`src/rtl/imm_encoder.sv`:
```
// imm_encoder: two-stage RV32I instruction encoder.
// Stage 1 registers the request fields together with the immediate range
// check. Stage 2 packs the instruction word and presents it on the output
// handshake. A word that fails the range check, or that has an illegal
// format, leaves as a canonical NOP with out_err set.
module imm_encoder #(
   parameter int CNT_W = 16
) (
   input  logic             clk,
   input  logic             rst,
   input  logic             in_valid,
   output logic             in_ready,
   input  logic [2:0]       in_fmt,
   input  logic [6:0]       in_opcode,
   input  logic [4:0]       in_rd,
   input  logic [4:0]       in_rs1,
   input  logic [4:0]       in_rs2,
   input  logic [2:0]       in_funct3,
   input  logic [6:0]       in_funct7,
   input  logic [31:0]      in_imm,
   output logic             out_valid,
   input  logic             out_ready,
   output logic [31:0]      out_instr,
   output logic             out_err,
   output logic [CNT_W-1:0] count_ok,
   output logic [CNT_W-1:0] count_err
);

   typedef enum logic [2:0] {
      FMT_R = 3'd0,
      FMT_I = 3'd1,
      FMT_S = 3'd2,
      FMT_B = 3'd3,
      FMT_U = 3'd4,
      FMT_J = 3'd5
   } fmt_e;

   localparam logic [31:0] NOP_INSTR = 32'h0000_0013;

   // Stage 1 state
   logic        s1_valid_q;
   logic [2:0]  s1_fmt_q;
   logic [6:0]  s1_opcode_q;
   logic [4:0]  s1_rd_q;
   logic [4:0]  s1_rs1_q;
   logic [4:0]  s1_rs2_q;
   logic [2:0]  s1_funct3_q;
   logic [6:0]  s1_funct7_q;
   logic [31:0] s1_imm_q;
   logic        s1_err_q;
   logic        s1_err_d;

   // Stage 2 state
   logic        s2_valid_q;
   logic [31:0] s2_instr_q;
   logic [31:0] s2_instr_d;
   logic        s2_err_q;

   logic [CNT_W-1:0] count_ok_q, count_ok_d;
   logic [CNT_W-1:0] count_err_q, count_err_d;

   logic adv1, adv2, out_xfer;
   logic signed [31:0] imm_s;

   // A stage may advance when it is empty or the stage after it is moving.
   assign adv2     = !s2_valid_q || out_ready;
   assign adv1     = !s1_valid_q || adv2;
   assign in_ready = adv1 && !rst;
   assign out_xfer = s2_valid_q && out_ready;
   assign imm_s    = in_imm;

   // Range check of the incoming immediate for its format.
   always_comb begin
      // NOTE: every output of a combinational block gets a default first, so no latch is inferred.
      s1_err_d = 1'b0;
      case (in_fmt)
         FMT_R:        s1_err_d = 1'b0;
         FMT_I, FMT_S: s1_err_d = (imm_s < -32'sd2048) || (imm_s > 32'sd2047);
         FMT_B:        s1_err_d = (imm_s < -32'sd4096) || (imm_s > 32'sd4094) || in_imm[0];
         FMT_U:        s1_err_d = |in_imm[11:0];
         FMT_J:        s1_err_d = (imm_s < -32'sd1048576) || (imm_s > 32'sd1048574) || in_imm[0];
         default:      s1_err_d = 1'b1;
      endcase
   end

   // Stage 1: capture request fields and the range-check verdict.
   always_ff @(posedge clk) begin
      // NOTE: sequential state uses non-blocking assignments so every register samples pre-edge values.
      if (rst) begin
         s1_valid_q <= 1'b0;
      end else if (adv1) begin
         s1_valid_q <= in_valid;
      end
      // NOTE: payload registers carry no reset; the valid bit alone qualifies them.
      if (!rst && adv1 && in_valid) begin
         s1_fmt_q    <= in_fmt;
         s1_opcode_q <= in_opcode;
         s1_rd_q     <= in_rd;
         s1_rs1_q    <= in_rs1;
         s1_rs2_q    <= in_rs2;
         s1_funct3_q <= in_funct3;
         s1_funct7_q <= in_funct7;
         s1_imm_q    <= in_imm;
         s1_err_q    <= s1_err_d;
      end
   end

   // Pack the stage-1 fields into the instruction word, or a NOP on error.
   always_comb begin
      s2_instr_d = NOP_INSTR;
      if (!s1_err_q) begin
         case (s1_fmt_q)
            FMT_R: s2_instr_d = {s1_funct7_q, s1_rs2_q, s1_rs1_q, s1_funct3_q, s1_rd_q, s1_opcode_q};
            FMT_I: s2_instr_d = {s1_imm_q[11:0], s1_rs1_q, s1_funct3_q, s1_rd_q, s1_opcode_q};
            FMT_S: s2_instr_d = {s1_imm_q[11:5], s1_rs2_q, s1_rs1_q, s1_funct3_q,
                                 s1_imm_q[4:0], s1_opcode_q};
            FMT_B: s2_instr_d = {s1_imm_q[12], s1_imm_q[10:5], s1_rs2_q, s1_rs1_q, s1_funct3_q,
                                 s1_imm_q[4:1], s1_imm_q[11], s1_opcode_q};
            FMT_U: s2_instr_d = {s1_imm_q[31:12], s1_rd_q, s1_opcode_q};
            FMT_J: s2_instr_d = {s1_imm_q[20], s1_imm_q[10:1], s1_imm_q[11], s1_imm_q[19:12],
                                 s1_rd_q, s1_opcode_q};
            default: s2_instr_d = NOP_INSTR;
         endcase
      end
   end

   // Stage 2: output register; holds its word while the consumer stalls.
   always_ff @(posedge clk) begin
      if (rst) begin
         s2_valid_q <= 1'b0;
         s2_instr_q <= '0;
         s2_err_q   <= 1'b0;
      end else if (adv2) begin
         s2_valid_q <= s1_valid_q;
         if (s1_valid_q) begin
            s2_instr_q <= s2_instr_d;
            s2_err_q   <= s1_err_q;
         end
      end
   end

   // Saturating delivery counters, stepped only on an output transfer.
   always_comb begin
      count_ok_d  = count_ok_q;
      count_err_d = count_err_q;
      if (out_xfer) begin
         if (!s2_err_q) begin
            if (count_ok_q != {CNT_W{1'b1}}) count_ok_d = count_ok_q + 1'b1;
         end else begin
            if (count_err_q != {CNT_W{1'b1}}) count_err_d = count_err_q + 1'b1;
         end
      end
   end

   // Counter registers.
   always_ff @(posedge clk) begin
      if (rst) begin
         count_ok_q  <= '0;
         count_err_q <= '0;
      end else begin
         count_ok_q  <= count_ok_d;
         count_err_q <= count_err_d;
      end
   end

   assign out_valid = s2_valid_q;
   assign out_instr = s2_instr_q;
   assign out_err   = s2_err_q;
   assign count_ok  = count_ok_q;
   assign count_err = count_err_q;

endmodule

```
`config.mk`:
```
export PLATFORM = sky130hd
export DESIGN_NAME = imm_encoder
export DESIGN_NICKNAME = d
export VERILOG_FILES = /design/src/rtl/imm_encoder.sv
export SDC_FILE = /design/constraint.sdc
export NUM_CORES = 1
export LEC_CHECK = 0
export BUFFER_PORTS_ARGS = -buffer_cell sky130_fd_sc_hd__buf_2
export CAP_MARGIN = 10
export CORE_MARGIN = 2
export CORE_UTILIZATION = 53
export CTS_CLUSTER_DIAMETER = 40
export CTS_CLUSTER_SIZE = 24
export DETAILED_ROUTE_END_ITERATION = 16
export PLACE_DENSITY = 0.8
export REMOVE_ABC_BUFFERS = 1
export SYNTH_ARGS = -nofsm -noshare
export SYNTH_HDL_FRONTEND = slang
export SYNTH_SLANG_ARGS = --single-unit
```
`constraint.sdc`:
```
create_clock -name clk -period 3.1 [get_ports clk]
set_input_delay 0.465 -clock clk [delete_from_list [all_inputs] [get_ports clk]]
set_output_delay 0.465 -clock clk [all_outputs]
set_load 0.01 [all_outputs]
```
==> metrics.cfg <==
[outcome]
status = finished clean

[die]
start_util_pct = 53.91
rows = 37
die_y_um = 106.0
core_um2 = 10230
die_x_um = 106.0
dieArea_um2 = 11240
ioPinCount = 138

[sta]
holdWs_ns = 0.1272
slew_viol_final = 0
period_share_pct = 65.81
finalSetupViolations = 0
period_needed_ns = 2.040
relSlewSlack_pct = 46.36
finalSetupTns_ns = 0
hold_viol_final = 0
fmax_mhz = 490.2
worstMarginPinSlew_ns = 0.8046
rsz0062_at_grt = no
finClkSkew_ns = 0.005662

[clock_tree]
cts_buffer_depth = 2
clock_sinks = 135
postCtsSetupBuffers = 0
cts_resized = 0
insertion_delay_ns = 0.51
hold_buffers = 0
numCtsBuffers = 17
htree_levels = 4
cts.clk_slew.worst_paths_ns = 0.06
cts_tree = built
clockRootBuffer = clkbuf_8

[setup_path]
cp_max_fo = 22
crit_family = compound AO/OA/AOI/OAI gates
path_class = reg2reg
crit_arrival_ns = 2.48
cp_num_buf_inv = 1
setup.worst_path.start_class = flip-flop
crit_chain = a211oi_4, buf_4, a22oi_1, nor2_1
crit_required_ns = 3.54
critPathMaxStageDelay_ns = 0.72
cp_slowest_cell = edfxtp_1
end_kind = flip-flop

[global_route]
grt_start_max_net_pins = 69
grt_pass1_wl_um = 19990
grt_overflow = 0
grt_pass1_vias = 4189
antenna_found_initial = 1
grtUsageTotal_pct = 22.95

[power_and_ir_drop]
peakVddDrop_mv = 0.3236
power_leakage_nw = 2.758
cellPowerDensity_nw_per_um2 = 598.4

[routing]
detail_route.vias_per_cell = 5.747
wl_per_cell_um = 16.17
drt-pass1-iter-count = 5
drt_wl_total_um = 12590
drc = 0
vias = 4477
drt-initial-drc-count = 325
antenna_left = 0

[cells_and_area]
multi_input_area_um2 = 1963
drive_above_1_share_pct = 27.73
ff_latch_area_um2 = 3383
nFillCells = 769
syn_to_final_growth_pct = 25.29
final_nets = 702

[placed_design]
hpwl_um = 8725
io_buffers = 137
gp_congestion = 0.8846

[logic_synthesis]
syn-instance-count = 493
synth_async_sr_flop_share_pct = 0
synth.avg_cell_area_um2 = 11.19
synth_area_um2 = 5515
ys_types = 57
yosys_warnings = 0
synth_edf_count = 68
ys_seq_elements = 135
ys.flop_type = edfxtp_1
ys_seq_area_share_pct = 61.34

[job]
drv_cap = 0

[worst_hold_path]
hold_path_class = in2reg

stage by stage:
step | power (mW) | util (%) | instance area, um2 | setup slack [ns] | cells
2_1_floorplan | 2.090 | - | 5405 | 0.2210 | 467
3_3_place_gp | 2.210 | 61.84 | 6327 | 1.098 | 746
3_5_place_dp | 2.221 | 61.84 | 6327 | 1.072 | 746
4_1_cts | 4.166 | 67.52 | 6908 | 1.086 | 778
5_1_grt | 4.274 | 67.54 | 6910 | 0.9807 | 779
6_report | 4.135 | 67.54 | 6910 | 1.060 | 779
sequential cells by signal (all words and copies together), names as in the netlist:
| signal | cells |
|---|---|
| s1_rs1_q | 5 |
| out_valid | 1 |
| s1_fmt_q | 3 |
| s1_funct7_q | 7 |
| s1_imm_q | 32 |
| s1_rs2_q | 5 |
| out_err | 1 |
| s1_opcode_q | 7 |
| count_ok | 16 |
| s1_funct3_q | 3 |
| s1_err_q | 1 |
| count_err | 16 |
| s1_rd_q | 5 |
| s1_valid_q | 1 |
| out_instr | 32 |
path summary, 6_finish.rpt:
check | from | to | slack, ns | cells after the start
worst max-delay path | s1_fmt_q[2] | out_instr[17] | 1.06 | 4
worst min-delay path | in_rs1[4] | s1_rs1_q[4] | 0.13 | 1
worst max register to register | s1_fmt_q[2] | out_instr[17] | 1.06 | 4
worst min register to register | out_instr[24] | out_instr[24] | 0.46 | 2
cell usage in the layout (no fill, tap or decap), types with 4 or more instances in the layout:
cell type / synthesis / layout
a21oi_1: 13 / 13
xor2_1: 10 / 10
edfxtp_1: 68 / 68
o21ai_1: 4 / 4
and3_1: 5 / 5
and4_1: 4 / 4
nor2b_1: 4 / 4
o211ai_1: 4 / 4
mux2i_1: 6 / 6
nor2_1: 66 / 66
o2bb2ai_1: 4 / 4
inv_1: 17 / 17
clkbuf_1: 18 / 4
nand4_1: 11 / 11
buf_2: 4 / 137
nand2_1: 24 / 24
clkbuf_16: 0 / 16
buf_4: 0 / 5
xnor2_1: 10 / 10
a22oi_1: 44 / 44
a22o_1: 6 / 6
or3_1: 7 / 7
nor3_1: 6 / 6
nand3_1: 13 / 13
o22ai_1: 6 / 6
dfxtp_1: 67 / 67
nor4_1: 10 / 10
o21ai_0: 15 / 15
cell type report:
type / instances / share of cell area (%)
diodes: 1 / 0.03621
clock buffers: 23 / 6.609
clock inverters: 9 / 1.793
inverters: 18 / 0.9777
multi-input cells: 314 / 28.41
flip-flops and latches: 135 / 48.96
well taps: 136 / 2.462
repair buffers: 143 / 10.76
cells in the mapped netlist (all sizes together), types with 2 or more instances:
master / number / area, um2
edfxtp: 68 / 2042
dfxtp: 67 / 1341
nor2: 66 / 247.7
a22oi: 44 / 330.3
nand2: 24 / 90.09
o21ai: 19 / 95.09
clkbuf: 18 / 67.56
inv: 17 / 63.81
a21oi: 13 / 65.06
nand3: 13 / 65.06
nand4: 12 / 81.33
nor4: 10 / 62.56
xnor2: 10 / 87.58
xor2: 10 / 87.58
buf: 8 / 42.54
or3: 7 / 43.79
a22o: 6 / 52.55
mux2i: 6 / 60.06
nor3: 6 / 30.03
o22ai: 6 / 37.54
and3: 5 / 31.28
and4: 5 / 45.04
a211oi: 4 / 35.03
nor2b: 4 / 25.02
o211ai: 4 / 30.03
o2bb2ai: 4 / 35.03
a221oi: 3 / 26.28
a31oi: 3 / 18.77
nand2b: 3 / 18.77
a32oi: 2 / 17.52
and2: 2 / 12.51
and4b: 2 / 20.02
ha: 2 / 25.02
mux2: 2 / 22.52
nor3b: 2 / 15.01
or2: 2 / 12.52
power by group:
group / switching, mW / internal, mW
logic: 0.132 / 0.0879
clock network: 0.688 / 1.26
registers: 0.0304 / 1.94
cell families after synthesis:
logic type | Yosys count | share of synthesized area [%]
XOR/XNOR | 20 | 3.176
buffers and inverters | 44 | 3.221
adder cells (fa/ha/maj) | 2 | 0.4536
AND/OR/NAND/NOR | 167 | 15.34
AO/OA/AOI/OAI | 117 | 14.97
multiplexers | 8 | 1.497
flip-flops | 135 | 61.34
per-layer routing:
metal	up-vias	part of all wire, %	wire length, um	track usage (%)
met5	-	0	0	0
met4	0	2.9	369	11.47
met3	37	6.9	866	5.641
met2	183	47	5948	35.67
met1	2133	43	5409	30.12
li1	2124	-	-	-
Note: power is estimated with default switching activity, not from simulation.
